$ cat config.mk
export PLATFORM = sky130hd
export DESIGN_NAME = switch_debouncer
export DESIGN_NICKNAME = d
export VERILOG_FILES = /design/src/rtl/switch_debouncer_pkg.sv /design/src/rtl/switch_debouncer_debounce_bit.sv /design/src/rtl/switch_debouncer.sv
export SDC_FILE = /design/constraint.sdc
export NUM_CORES = 1
export LEC_CHECK = 0
export ABC_AREA = 1
export CORE_MARGIN = 8
export CORE_UTILIZATION = 56
export DETAILED_ROUTE_END_ITERATION = 10
export PLACE_DENSITY = 0.8
export SLEW_MARGIN = 0
export SYNTH_ARGS = -nofsm -noshare
export SYNTH_HDL_FRONTEND = slang
export SYNTH_SLANG_ARGS = --single-unit
$ cat constraint.sdc
create_clock -name clk -period 2.5 [get_ports clk]
set_input_delay 0.375 -clock clk [delete_from_list [all_inputs] [get_ports clk]]
set_output_delay 0.375 -clock clk [all_outputs]
set_load 0.01 [all_outputs]
$ cat src/rtl/switch_debouncer_pkg.sv
// Shared defaults and the counter-width helper for the switch debouncer.
package switch_debouncer_pkg;

  localparam int DEFAULT_WIDTH           = 8;
  localparam int DEFAULT_SYNC_STAGES     = 2;
  localparam int DEFAULT_DEBOUNCE_CYCLES = 16;

  // Wide enough to hold DEBOUNCE_CYCLES, although the count never gets past DEBOUNCE_CYCLES-1.
  function automatic int cnt_width(input int debounce_cycles);
    return $clog2(debounce_cycles + 1);
  endfunction

endpackage

$ cat src/rtl/switch_debouncer_debounce_bit.sv
// One switch channel: synchroniser chain, persistence counter, stable level
// and a registered pulse on each accepted 0->1 change.
module debounce_bit
  import switch_debouncer_pkg::*;
#(
  parameter int SYNC_STAGES     = DEFAULT_SYNC_STAGES,
  parameter int DEBOUNCE_CYCLES = DEFAULT_DEBOUNCE_CYCLES
) (
  input  logic clk,
  input  logic rst,
  input  logic sw,
  output logic stable,
  output logic rise
);

  localparam int CW = cnt_width(DEBOUNCE_CYCLES);
  localparam logic [CW-1:0] LAST = CW'(DEBOUNCE_CYCLES - 1);

  logic [SYNC_STAGES-1:0] sync;
  logic [CW-1:0]          cnt;
  logic                   s;

  assign s = sync[SYNC_STAGES-1];

  always_ff @(posedge clk or posedge rst) begin
    if (rst) begin
      sync   <= '0;
      cnt    <= '0;
      stable <= 1'b0;
      rise   <= 1'b0;
    end else begin
      sync <= {sync[SYNC_STAGES-2:0], sw};
      rise <= 1'b0;
      if (s == stable) begin
        cnt <= '0;
      end else if (cnt == LAST) begin
        // Acceptance edge: rise goes high in the same cycle that stable shows the new 1.
        stable <= s;
        cnt    <= '0;
        rise   <= s;
      end else begin
        cnt <= cnt + 1'b1;
      end
    end
  end

endmodule

$ cat src/rtl/switch_debouncer.sv
// WIDTH-channel switch debouncer feeding the priority encoder.
// Optional STICKY_LATCH_EN holds every pressed bit in data until clear.
module switch_debouncer
  import switch_debouncer_pkg::*;
#(
  parameter int WIDTH           = DEFAULT_WIDTH,
  parameter int SYNC_STAGES     = DEFAULT_SYNC_STAGES,
  parameter int DEBOUNCE_CYCLES = DEFAULT_DEBOUNCE_CYCLES
) (
  input  logic             clk,
  input  logic             rst,
  input  logic [WIDTH-1:0] sw_in,
  input  logic             clear,
  output logic [WIDTH-1:0] data,
  output logic [WIDTH-1:0] rise,
  output logic             any
);

  logic [WIDTH-1:0] stable;

  for (genvar i = 0; i < WIDTH; i++) begin : g_bit
    debounce_bit #(
      .SYNC_STAGES    (SYNC_STAGES),
      .DEBOUNCE_CYCLES(DEBOUNCE_CYCLES)
    ) u_bit (
      .clk   (clk),
      .rst   (rst),
      .sw    (sw_in[i]),
      .stable(stable[i]),
      .rise  (rise[i])
    );
  end

`ifdef STICKY_LATCH_EN
  logic [WIDTH-1:0] sticky;

  // A rise arriving with clear still sets its bit.
  always_ff @(posedge clk or posedge rst) begin
    if (rst) begin
      sticky <= '0;
    end else begin
      sticky <= (sticky & ~{WIDTH{clear}}) | rise;
    end
  end

  assign data = stable | sticky;
`else
  logic unused_clear;
  assign unused_clear = clear;
  assign data = stable;
`endif

  assign any = |data;

endmodule

=== Word level (Yosys, flattened, before mapping) ===
Index checks and enable logic that the tools add are counted.

* Equal/unequal tests: 16
* $add $sub $neg: 8
* Reductions and logical operators: 9
* Bitwise gates (word level): 8
* Muxes and demuxes: 32

{| class="wikitable"
|+ Operators with widths
! kind !! count
|-
| 5-bit 2-to-1 mux || 16
|-
| 5-bit by 1-bit adder with 5-bit output, second input constant || 8
|-
| 5-bit by 4-bit equality test with 1-bit output, second input constant || 8
|-
| 1-bit 2-to-1 mux || 16
|-
| 2-bit AND reduction || 8
|-
| 1-bit equality test || 8
|-
| 1-bit inverter || 8
|-
| 8-bit OR reduction || 1
|}

* Bits in registers: 72

=== Depth between registers and ports, before layout ===
Gate-level depths: netlist (run 1).

* Depth in word-level cells: 3
* Mapped depth: 5
* Gate-level depth less buffers: 5

=== Cells and area by module ===
From an unflattened synthesis (run 1), not the netlist that was laid out.

* Cell total of the unflattened synthesis: 327
* Area, all modules: 2,929.1 µm²

{| class="wikitable"
|+ By module, submodules not included
! module !! cells each !! instances !! area each (µm²) !! sequential area each (µm²)
|-
| debounce_bit || 39 || 8 || 359.1 || 225.2
|-
| switch_debouncer || 15 || 1 || 56.3 || 0.0
|}

=== Worst setup path after synthesis (run 1) ===
OpenSTA, ideal clock, no wires.

* Path type: reg-to-output
* Start point: register g_bit[5].u_bit.stable
* End point: output port any
* Setup slack: 1.410 ns
* Path buffers: 0
* Cell stages (with the launch flop): 5
* Arrival time: 0.715 ns
* Cells stage by stage: dfrtp_1 -> inv_1 -> nand2_1 -> nor3_1 -> nand2_1

* Cells in the longest elaborated chain, start to end: 1

{| class="wikitable"
|+ Ends and longest elaborated chain
! what !! line !! RTL
|-
| start: declaration || switch_debouncer_debounce_bit.sv:12 || <nowiki>output logic stable,</nowiki>
|-
| start signal: assignment || switch_debouncer_debounce_bit.sv:38 || <nowiki>stable <= s;</nowiki>
|-
| 8-bit OR reduction || switch_debouncer.sv:53 || <nowiki>assign any = |data;</nowiki>
|-
| end: declaration || switch_debouncer.sv:16 || <nowiki>output logic any</nowiki>
|}

No other way between the ends.

=== Worst setup path in the final report (run 1) ===
Ends and elaborated chain as after synthesis.

==> results of run 1 <==
[per-layer routing]
layer  share of wire, %  vias to the layer above  wire length, um  global-route usage, %
met5                  0                        -                0                      0
met3                6.8                        6              335                   6.99
li1                   -                     1025                -                      -
met2                 49                       30             2420                   25.9
met4                1.1                        0               53                   4.98
met1                 43                      958             2090                   14.6
[sequential cells by signal, summed over array words and instances (netlist names)]
name                cells
g_bit.u_bit.cnt        40
g_bit.u_bit.rise        8
g_bit.u_bit.stable      8
g_bit.u_bit.sync       16
[final cells by class]
cell class / instances / area (um2)
timing repair buffer: 28 / 288
inverter: 49 / 184
clock inverter: 1 / 5.00
multi-input combinational: 189 / 882
fill: 439 / 1740
tap: 70 / 87.6
clock buffer: 13 / 149
sequential: 72 / 1800
[cells by family (layout without fill, tap and decap cells)]
logic type,Yosys count,in the layout,synth area share (%)
XOR/XNOR,8,8,2.35
adder cells (fa/ha/maj),8,8,3.35
flip-flops,72,72,60.3
AND/OR/NAND/NOR,173,173,23.8
buffers and inverters,65,91,10.2
[stage by stage]
stage | instances | instance area [um2]
3_5_place_dp | 408 | 3240
2_1_floorplan | 326 | 2990
6_report | 422 | 3400
3_3_place_gp | 408 | 3240
4_1_cts | 422 | 3400
5_1_grt | 422 | 3400
[cells in the final DEF, fill, tap and decap left out, types with 3 or more instances in the layout]
master / n
nand4_1: 16
nand2_1: 83
nor2_1: 56
xnor2_1: 8
clkdlybuf4s50_1: 26
inv_1: 48
clkbuf_8: 10
ha_1: 8
dfrtp_1: 72
nand3_1: 16
clkbuf_1: 3
[power groups by stage]
stage | logic (mW) | clock network (mW) | registers [mW]
after global placement | 0.121 | 0 | 1.27
after global routing | 0.149 | 0.818 | 1.26
after CTS | 0.129 | 0.770 | 1.25
after detailed placement | 0.127 | 0 | 1.27
after floorplan | 0.0884 | 0 | 1.26
final | 0.125 | 0.745 | 1.25
[path summary, 6_finish.rpt]
| kind | from | endpoint | slack (ns) |
|---|---|---|---|
| worst max-delay path | g_bit[5].u_bit.stable$_DFFE_PP0P_ | any | 0.40 |
| worst min-delay path | g_bit[4].u_bit.sync[0]$_DFF_PP0_ | g_bit[4].u_bit.sync[1]$_DFF_PP0_ | 0.35 |
| worst max register to register | g_bit[1].u_bit.cnt[0]$_DFF_PP0_ | g_bit[1].u_bit.cnt[1]$_DFF_PP0_ | 1.38 |
| worst min register to register | g_bit[4].u_bit.sync[0]$_DFF_PP0_ | g_bit[4].u_bit.sync[1]$_DFF_PP0_ | 0.35 |
| max in group asynchronous | rst | g_bit[2].u_bit.stable$_DFFE_PP0P_ | 1.51 |
| min in group asynchronous | rst | g_bit[6].u_bit.cnt[4]$_DFF_PP0_ | 0.41 |
==> metrics.txt, run 1 <==
Critical Path Most Common Cell nand2_1; Final Util 66.1%; Post-synth EDFFs 0; Worst path slowest cell clkdlybuf4s50_1; CTS clk-pin slew, worst paths 0.07 ns; leading area contributor after synthesis dfrtp_1; WHS 0.350 ns; Levels on crit path 5; Internal 1.64 mW; Slew headroom 62.3%; Hold Crit Depth 0; HPWL after DPL 3540 um; Commonest cells post-synth nand2_1, dfrtp_1, nor2_1; MaxCap Viol Count 0; DRT Pass-1 Iters 5; final setup vio count 0; Setup Fix Bufs, Post-CTS 0; asr flop ratio synth 100%; Avg Vias per Cell 4.78; post-synth cell types 10; IO Pins 28; critical path launch point type flip-flop; Synth warnings 0; Worst Skew 0.00458 ns; PortBufs 26; crit path cell chain inv_1, nand2_1, nor3_1, nand2_1, clkdlybuf4s50_1; antenna violations before repair 0; Post-Route Setup TNS 0 ns; CTS H-Tree Depth 3; sw frac 22.7%; core area 5140 um2; Peak VDD IR 0.456 mV; die height 89.0 um; starting DRC count in detailed routing 111; # diodes 0; critical path class reg2out; Worst Tran Pin Value 0.565 ns; final worst-path setup slack 0.398 ns; most area-consuming cells after synthesis dfrtp_1, nand2_1, nor2_1; RSZ-0062 raised after global routing no; Period minus WS final 2.10 ns; cts-stage hold buffer count 0; Leakage 1.73 nW; count leader, synth nand2_1; die area 7930 um2; Worst path top cell family by delay buffers and inverters; Final #Nets 368; Clock Power Share 35.1%; Post-CTS Resized 0; combinational power share 5.9%; Die Wd 89.0 um; Synth Instances 326; GRT Util Overall 14.6%; Clock Latency Late Sink 0.33 ns; status complete, no violations; Total Routed Length 4910 um; flops & latches, synth 72; WP data required 2.12 ns; drc violations 0; WP data arrival 1.73 ns; Yosys top cell area share 60.3%; CTS tree built; Starting Density 58.1%; Final Hold Vio Count 0; most used flip-flop cell after synthesis dfrtp_1; Tcrit/Tclk final 84.1%; first-pass GRT wire length 8740 um; Post-Syn Area per Cell 9.17 um2; Root Buffer clkbuf_8; Slew Viols, Final 0; Seq pwr share 59.0%; largest net degree at the start of global routing 37; syn_nets 345; power per cell area 624 nW/um2; endpoint class of the critical path output port; Overall Power 2.12 mW; Area Growth Syn to Fin 13.7%; maximum clock path buffer count 2; via count 2019; GP Congestion 0.808; vias in the first global route 2086; crit-path max cell delay 0.49 ns; register area share after synthesis 60.3%; FMAX 0.476 GHz; routed len/inst 11.6 um; Worst Hold Class reg2reg; CP Buf/Inv Count 2; worst-path fanout max 4; gr ovfl total 0; Num CTS Buffers 9; post-synthesis cell area 2990 um2; Place WS 0.782 ns; Psw 0.481 mW; # clock sinks 72; R2R depth 4; Final ANT Viol Nets 0; layout cells sized above 1 3.98%; num rows 26
Note: power is estimated with default switching activity, not from simulation.
==> run 2, diff against run 1 <==
Settings changed: CORE_UTILIZATION 56 to 51, PLACE_DENSITY 0.8 to 0.77.
Clock period 2.5 ns to 1.9 ns, I/O delays scaled along.
==> run 2 against run 1 <==
Hold slack worse by 0.024 ns. Clock skew grew 0.0015 ns. Critical endpoint unchanged. Global-route usage is 2.1 points lower. Via count down 2.6%.
==> metrics.txt, run 2 (same netlist as run 1, synthesis figures left out) <==
Total Routed Length 4660 um (-5.0%); FMAX 0.597 GHz; layout cells sized above 1 5.08% (+1.1 points); Largest regs g_bit.u_bit.cnt x40, g_bit.u_bit.sync x16; Clock Latency Late Sink 0.33 ns (about the same); Final #Nets 368 (unchanged); Leakage 1.76 nW (+1.8%); R2R Path Start g_bit[4].u_bit.cnt[0]$_DFF_PP0_; GRT Util Overall 12.5% (-2.1 points); power per cell area 864 nW/um2 (+38%); final setup vio count 0 (unchanged); largest net degree at the start of global routing 36 (-2.7%); Worst Tran Pin Value 0.476 ns (-0.0889 ns); # clock sinks 72 (unchanged); CTS tree built; starting DRC count in detailed routing 44 (-60%); endpoint class of the critical path output port; Final Hold Vio Count 0 (unchanged); core area 5780 um2 (+12%); CTS clk-pin slew, worst paths 0.07 ns (about the same); WP data required 1.62 ns (-0.50 ns); Num CTS Buffers 9 (unchanged); antenna violations before repair 0 (unchanged); die area 8560 um2 (+8.0%); IO Pins 28 (unchanged); Critical Path Start g_bit[6].u_bit.stable$_DFFE_PP0P_; Area Growth Syn to Fin 16.1%; GP Congestion 0.770 (-4.6%); Post-Route Setup TNS 0 ns (unchanged); CTS H-Tree Depth 3 (unchanged); vias in the first global route 2057 (-1.4%); gr ovfl total 0 (unchanged); Final ANT Viol Nets 0 (unchanged); drc violations 0 (unchanged); Starting Density 51.7% (-6.4 points); Finished Cell Area 3470 um2 (+2.1%); PortBufs 26 (unchanged); Overall Power 3.00 mW (+41%); r2r setup slk 0.78 ns (-0.60 ns); Peak VDD IR 0.783 mV (+71%); Slew headroom 68.2% (+5.9 points); Slew Viols, Final 0 (unchanged); commonest cells after routing, fill and taps aside nand2_1, dfrtp_1, nor2_1, inv_1, clkdlybuf4s50_1; Worst Hold Class in2async; Period minus WS final 1.67 ns; commonest non-fill, non-tap cell in the layout nand2_1; critical path class reg2out; via count 1966 (-2.6%); status complete, no violations; Die Wd 92.5 um (+3.9%); worst-path fanout max 4 (unchanged); HPWL after DPL 3450 um (-2.4%); die height 92.5 um (+3.9%); first-pass GRT wire length 8450 um (-3.4%); DRT Pass-1 Iters 4 (-1); Tcrit/Tclk final 88.1%; RSZ-0062 raised after global routing no; final worst-path setup slack 0.225 ns (-0.173 ns); maximum clock path buffer count 2 (unchanged); Largest register FFs 40 (unchanged); Avg Vias per Cell 4.58 (-4.2%); Worst Skew 0.00604 ns (+0.00146 ns); Final Util 60.0% (-6.1 points); Reg with most FFs g_bit.u_bit.cnt; # diodes 0 (unchanged); num rows 28 (+7.7%); Root Buffer clkbuf_8; routed len/inst 10.9 um (-6.5%); critical path launch point type flip-flop; WP data arrival 1.39 ns (-0.34 ns); MaxCap Viol Count 0 (unchanged); placed instance area 3270 um2 (+0.69%); cts-stage hold buffer count 0 (unchanged); Place WS 0.281 ns (-0.501 ns)
==> run 2: metal layers <==
layer,global-route usage [%],vias to the layer above,routed length (um)
met5,0,-,0
met4,6.71,0,121
met3,5.74,10,300
met2,20.8,35,2210
met1,13.0,893,2030
li1,-,1028,-
==> run 2: report_power, final <==
group          total, mW  internal (mW)  leakage (nW)  switching, mW
clock               1.19          0.675         0.103          0.511
combinational      0.166         0.0738         0.704         0.0921
sequential          1.64           1.59         0.948         0.0516
total               3.00           2.34          1.76          0.655
==> run 2: area by class of cell <==
cell class	instances	area (um2)
clock buffers	13	159
clock inverters	3	40.0
fillers	514	2310
inverters	49	188
multi-input cells	189	887
flip-flops and latches	72	1800
well taps	75	93.8
repair buffers	28	299
==> run 2: worst max-delay path, stage by stage, from the launching register on <==
cell	delay, ns
dfrtp_1	0.40
inv_1	0.09
nand2_1	0.07
nor3_2	0.14
nand2_1	0.07
dlygate4sd2_1	0.28
==> run 2: per-stage QoR <==
step / std cells / hold WS (ns)
final: 429 / 0.326
after global routing: 429 / 0.343
after CTS: 429 / 0.327
after detailed placement: 413 / 0.335
after global placement: 413 / 0.333
after floorplan: 326 / 0.316
==> run 2: worst paths after layout <==
kind | endpoint | cells after the start
worst max-delay path | any | 5
worst min-delay path | g_bit[6].u_bit.cnt[4]$_DFF_PP0_ | 2
worst max register to register | g_bit[4].u_bit.cnt[3]$_DFF_PP0_ | 4
worst min register to register | g_bit[6].u_bit.sync[1]$_DFF_PP0_ | 0
max in group asynchronous | g_bit[7].u_bit.sync[0]$_DFF_PP0_ | 3
min in group clk | g_bit[6].u_bit.sync[1]$_DFF_PP0_ | 0
==> run 2: timing repair <==
action                                  CTS  global route
endpoints found under the setup margin    1             0
setup buffers                             0             0
gates resized for setup                   2             0
==> run 3, diff against run 2 <==
Settings changed: ABC_AREA 1 to not set, CORE_UTILIZATION 51 to 50, GPL_ROUTABILITY_DRIVEN set to 0, PLACE_DENSITY 0.77 to 0.76.
==> run 3 against run 2 <==
Die area shrank 3.8%. Non-clock buffer count did not move. Via count decreased by 19%. Clock skew hardly changed. Register-to-register slack got worse by 0.22 ns. Critical endpoint unchanged. Largest power group unchanged.
==> metrics.txt, run 3 <==
Slew Viols, Final 0 (unchanged); Levels on crit path 3 (-2); count leader, synth dfrtp_1; Synth warnings 0 (unchanged); Reg with most FFs g_bit.u_bit.cnt; Largest regs g_bit.u_bit.cnt x40, g_bit.u_bit.sync x16; starting DRC count in detailed routing 57 (+30%); Synth Instances 219 (-33%); commonest non-fill, non-tap cell in the layout dfrtp_1; R2R depth 4 (unchanged); Period minus WS final 1.78 ns (+0.107 ns); syn_nets 238 (-31%); critical path class reg2out; Psw 0.651 mW (-0.67%); status complete, no violations; commonest cells after routing, fill and taps aside dfrtp_1, nor2_1, clkdlybuf4s50_1, xor2_1, nand3_1; placed instance area 3070 um2 (-6.0%); CTS tree built; Yosys top cell area share 64.5% (+4.2 points); power per cell area 884 nW/um2 (+2.3%); Die Wd 90.8 um (-1.9%); CP Buf/Inv Count 1 (-1); layout cells sized above 1 13.0% (+7.9 points); combinational power share 5.1% (-0.4 points); Overall Power 2.89 mW (-3.6%); crit-path max cell delay 0.45 ns (+0.05 ns); routed len/inst 13.1 um (+21%); Largest register FFs 40 (unchanged); antenna violations before repair 0 (unchanged); asr flop ratio synth 100% (unchanged); Avg Vias per Cell 4.97 (+8.4%); largest net degree at the start of global routing 34 (-5.6%); maximum clock path buffer count 2 (unchanged); Num CTS Buffers 9 (unchanged); Root Buffer clkbuf_8; Worst Hold Class in2async; most used flip-flop cell after synthesis dfrtp_1; critical path launch point type flip-flop; Internal 2.24 mW (-4.4%); Worst Skew 0.00570 ns (-0.000341 ns); Area Growth Syn to Fin 16.9%; Final #Nets 261 (-29%); die height 90.8 um (-1.9%); # diodes 0 (unchanged); Seq pwr share 56.5% (+1.7 points); Clock Power Share 38.4% (-1.2 points); Worst path top cell family by delay flip-flops; endpoint class of the critical path output port; HPWL after DPL 2970 um (-14%); fillers 444 (-14%); Post-Syn Area per Cell 12.8 um2 (+39%); WP data arrival 1.50 ns (+0.11 ns); Total Routed Length 4180 um (-10%); DRT Pass-1 Iters 4 (unchanged); Final ANT Viol Nets 0 (unchanged); Finished Layout Cells 319 (-26%); CTS clk-pin slew, worst paths 0.07 ns (about the same); Final Hold Vio Count 0 (unchanged); Peak VDD IR 0.545 mV (-30%); # clock sinks 72 (unchanged); WP data required 1.62 ns (about the same); Worst Tran Pin Value 0.422 ns (-0.0543 ns); worst-path fanout max 5 (+1); FMAX 0.561 GHz (-6.0%); Slew headroom 71.8% (+3.6 points); Tcrit/Tclk final 93.8% (+5.6 points); Finished Cell Area 3270 um2 (-5.8%); CTS H-Tree Depth 3 (unchanged); flops & latches, synth 72 (unchanged); GRT Util Overall 11.4% (-1.1 points); PortBufs 26 (unchanged); placed insts 303 (-27%); core area 5440 um2 (-5.9%); vias in the first global route 1634 (-21%); RSZ-0062 raised after global routing no; final setup vio count 0 (unchanged); Starting Density 51.4% (-0.30 points); die area 8240 um2 (-3.8%); most area-consuming cells after synthesis dfrtp_1, xor2_1, buf_4; crit path cell chain nor4_4, nand2_1, dlygate4sd2_1; Post-synth EDFFs 0 (unchanged); sw frac 22.5% (+0.67 points); post-synthesis cell area 2800 um2 (-6.4%); Post-Route Setup TNS 0 ns (unchanged); post-synth cell types 17 (+7); gr ovfl total 0 (unchanged); Clock Latency Late Sink 0.34 ns (about the same); leading area contributor after synthesis dfrtp_1; IO Pins 28 (unchanged); register area share after synthesis 64.5% (+4.2 points); Worst path slowest cell dfrtp_2; via count 1584 (-19%); Leakage 1.66 nW (-5.6%); num rows 27 (-3.6%); Commonest cells post-synth dfrtp_1, nor2_1, xor2_1; drc violations 0 (unchanged); first-pass GRT wire length 7330 um (-13%); Setup Fix Bufs, Post-CTS 0 (unchanged); MaxCap Viol Count 0 (unchanged)
[run 3: cell types whose count changed in the layout (fill, tap and decap cells not counted), moves of 16 or more]
cell	change
inv_1	-41
nor2_1	-25
nand2_1	-82
xor2_1	+23
nand4_1	-16
[run 3: cell type report]
type / count / area (um2) / share of cell area [%]
Sequential cell: 72 / 1800 / 55.2
Multi-Input combinational cell: 123 / 858 / 26.3
Timing Repair Buffer: 28 / 299 / 9.15
Clock buffer: 13 / 169 / 5.17
Tap cell: 72 / 90.1 / 2.76
Inverter: 8 / 33.8 / 1.03
Clock inverter: 3 / 15.0 / 0.459
[run 3: kinds of logic after synthesis]
| kind of cell | synth area share (%) |
|---|---|
| and+or+nand+nor | 14.0 |
| DFF | 64.5 |
| xor gates and xnor gates | 7.79 |
| buffers and inverters | 5.37 |
| AOI/OAI and AO/OA | 1.57 |
| muxes | 3.22 |
| adders and majority gates | 3.58 |
[run 3: per-stage QoR]
step / util, % / hold WS [ns] / setup WS [ns]
after floorplan: - / 0.316 / 0.697
after global placement: 56.4 / 0.332 / 0.164
after detailed placement: 56.4 / 0.336 / 0.144
after CTS: 60.1 / 0.289 / 0.114
after global routing: 60.1 / 0.315 / 0.0623
final: 60.1 / 0.290 / 0.119
[run 3: power groups by stage]
stage	Clock (mW)	Sequential (mW)	Combinational, mW
floorplan	0	1.65	0.101
global placement	0	1.66	0.148
detailed placement	0	1.66	0.152
CTS	1.14	1.63	0.153
global route	1.20	1.64	0.174
finish	1.11	1.63	0.147
[run 3: worst reg2reg max path, stage by stage, from the launching register on]
cell and delay, ns:
dfrtp_1 0.38, ha_1 0.19, nand3_1 0.16, nor2_1 0.14, mux2_2 0.35
[run 3: path summary, 6_finish.rpt]
path	from	to	slack (ns)
min in group clk	g_bit[7].u_bit.sync[0]$_DFF_PP0_	g_bit[7].u_bit.sync[1]$_DFF_PP0_	0.35
max	g_bit[6].u_bit.stable$_DFFE_PP0P_	any	0.12
min reg2reg	g_bit[7].u_bit.sync[0]$_DFF_PP0_	g_bit[7].u_bit.sync[1]$_DFF_PP0_	0.35
min	rst	g_bit[5].u_bit.sync[0]$_DFF_PP0_	0.29
max reg2reg	g_bit[4].u_bit.cnt[0]$_DFF_PP0_	g_bit[4].u_bit.stable$_DFFE_PP0P_	0.56
max in group asynchronous	rst	g_bit[2].u_bit.cnt[3]$_DFF_PP0_	1.12
[run 3: what timing repair did]
item	4_1_cts	5_1_grt
hold buffers	0	0
endpoints found under the setup margin	1	0
gates resized for setup	4	0
[run 3: metal layers]
layer / GRT usage, % / vias to the layer above / share of wire [%]
met5: 0 / - / 0
met4: 9.00 / 0 / 2.9
met3: 4.49 / 9 / 6.3
met2: 17.0 / 31 / 45
met1: 12.9 / 785 / 45
li1: - / 759 / -
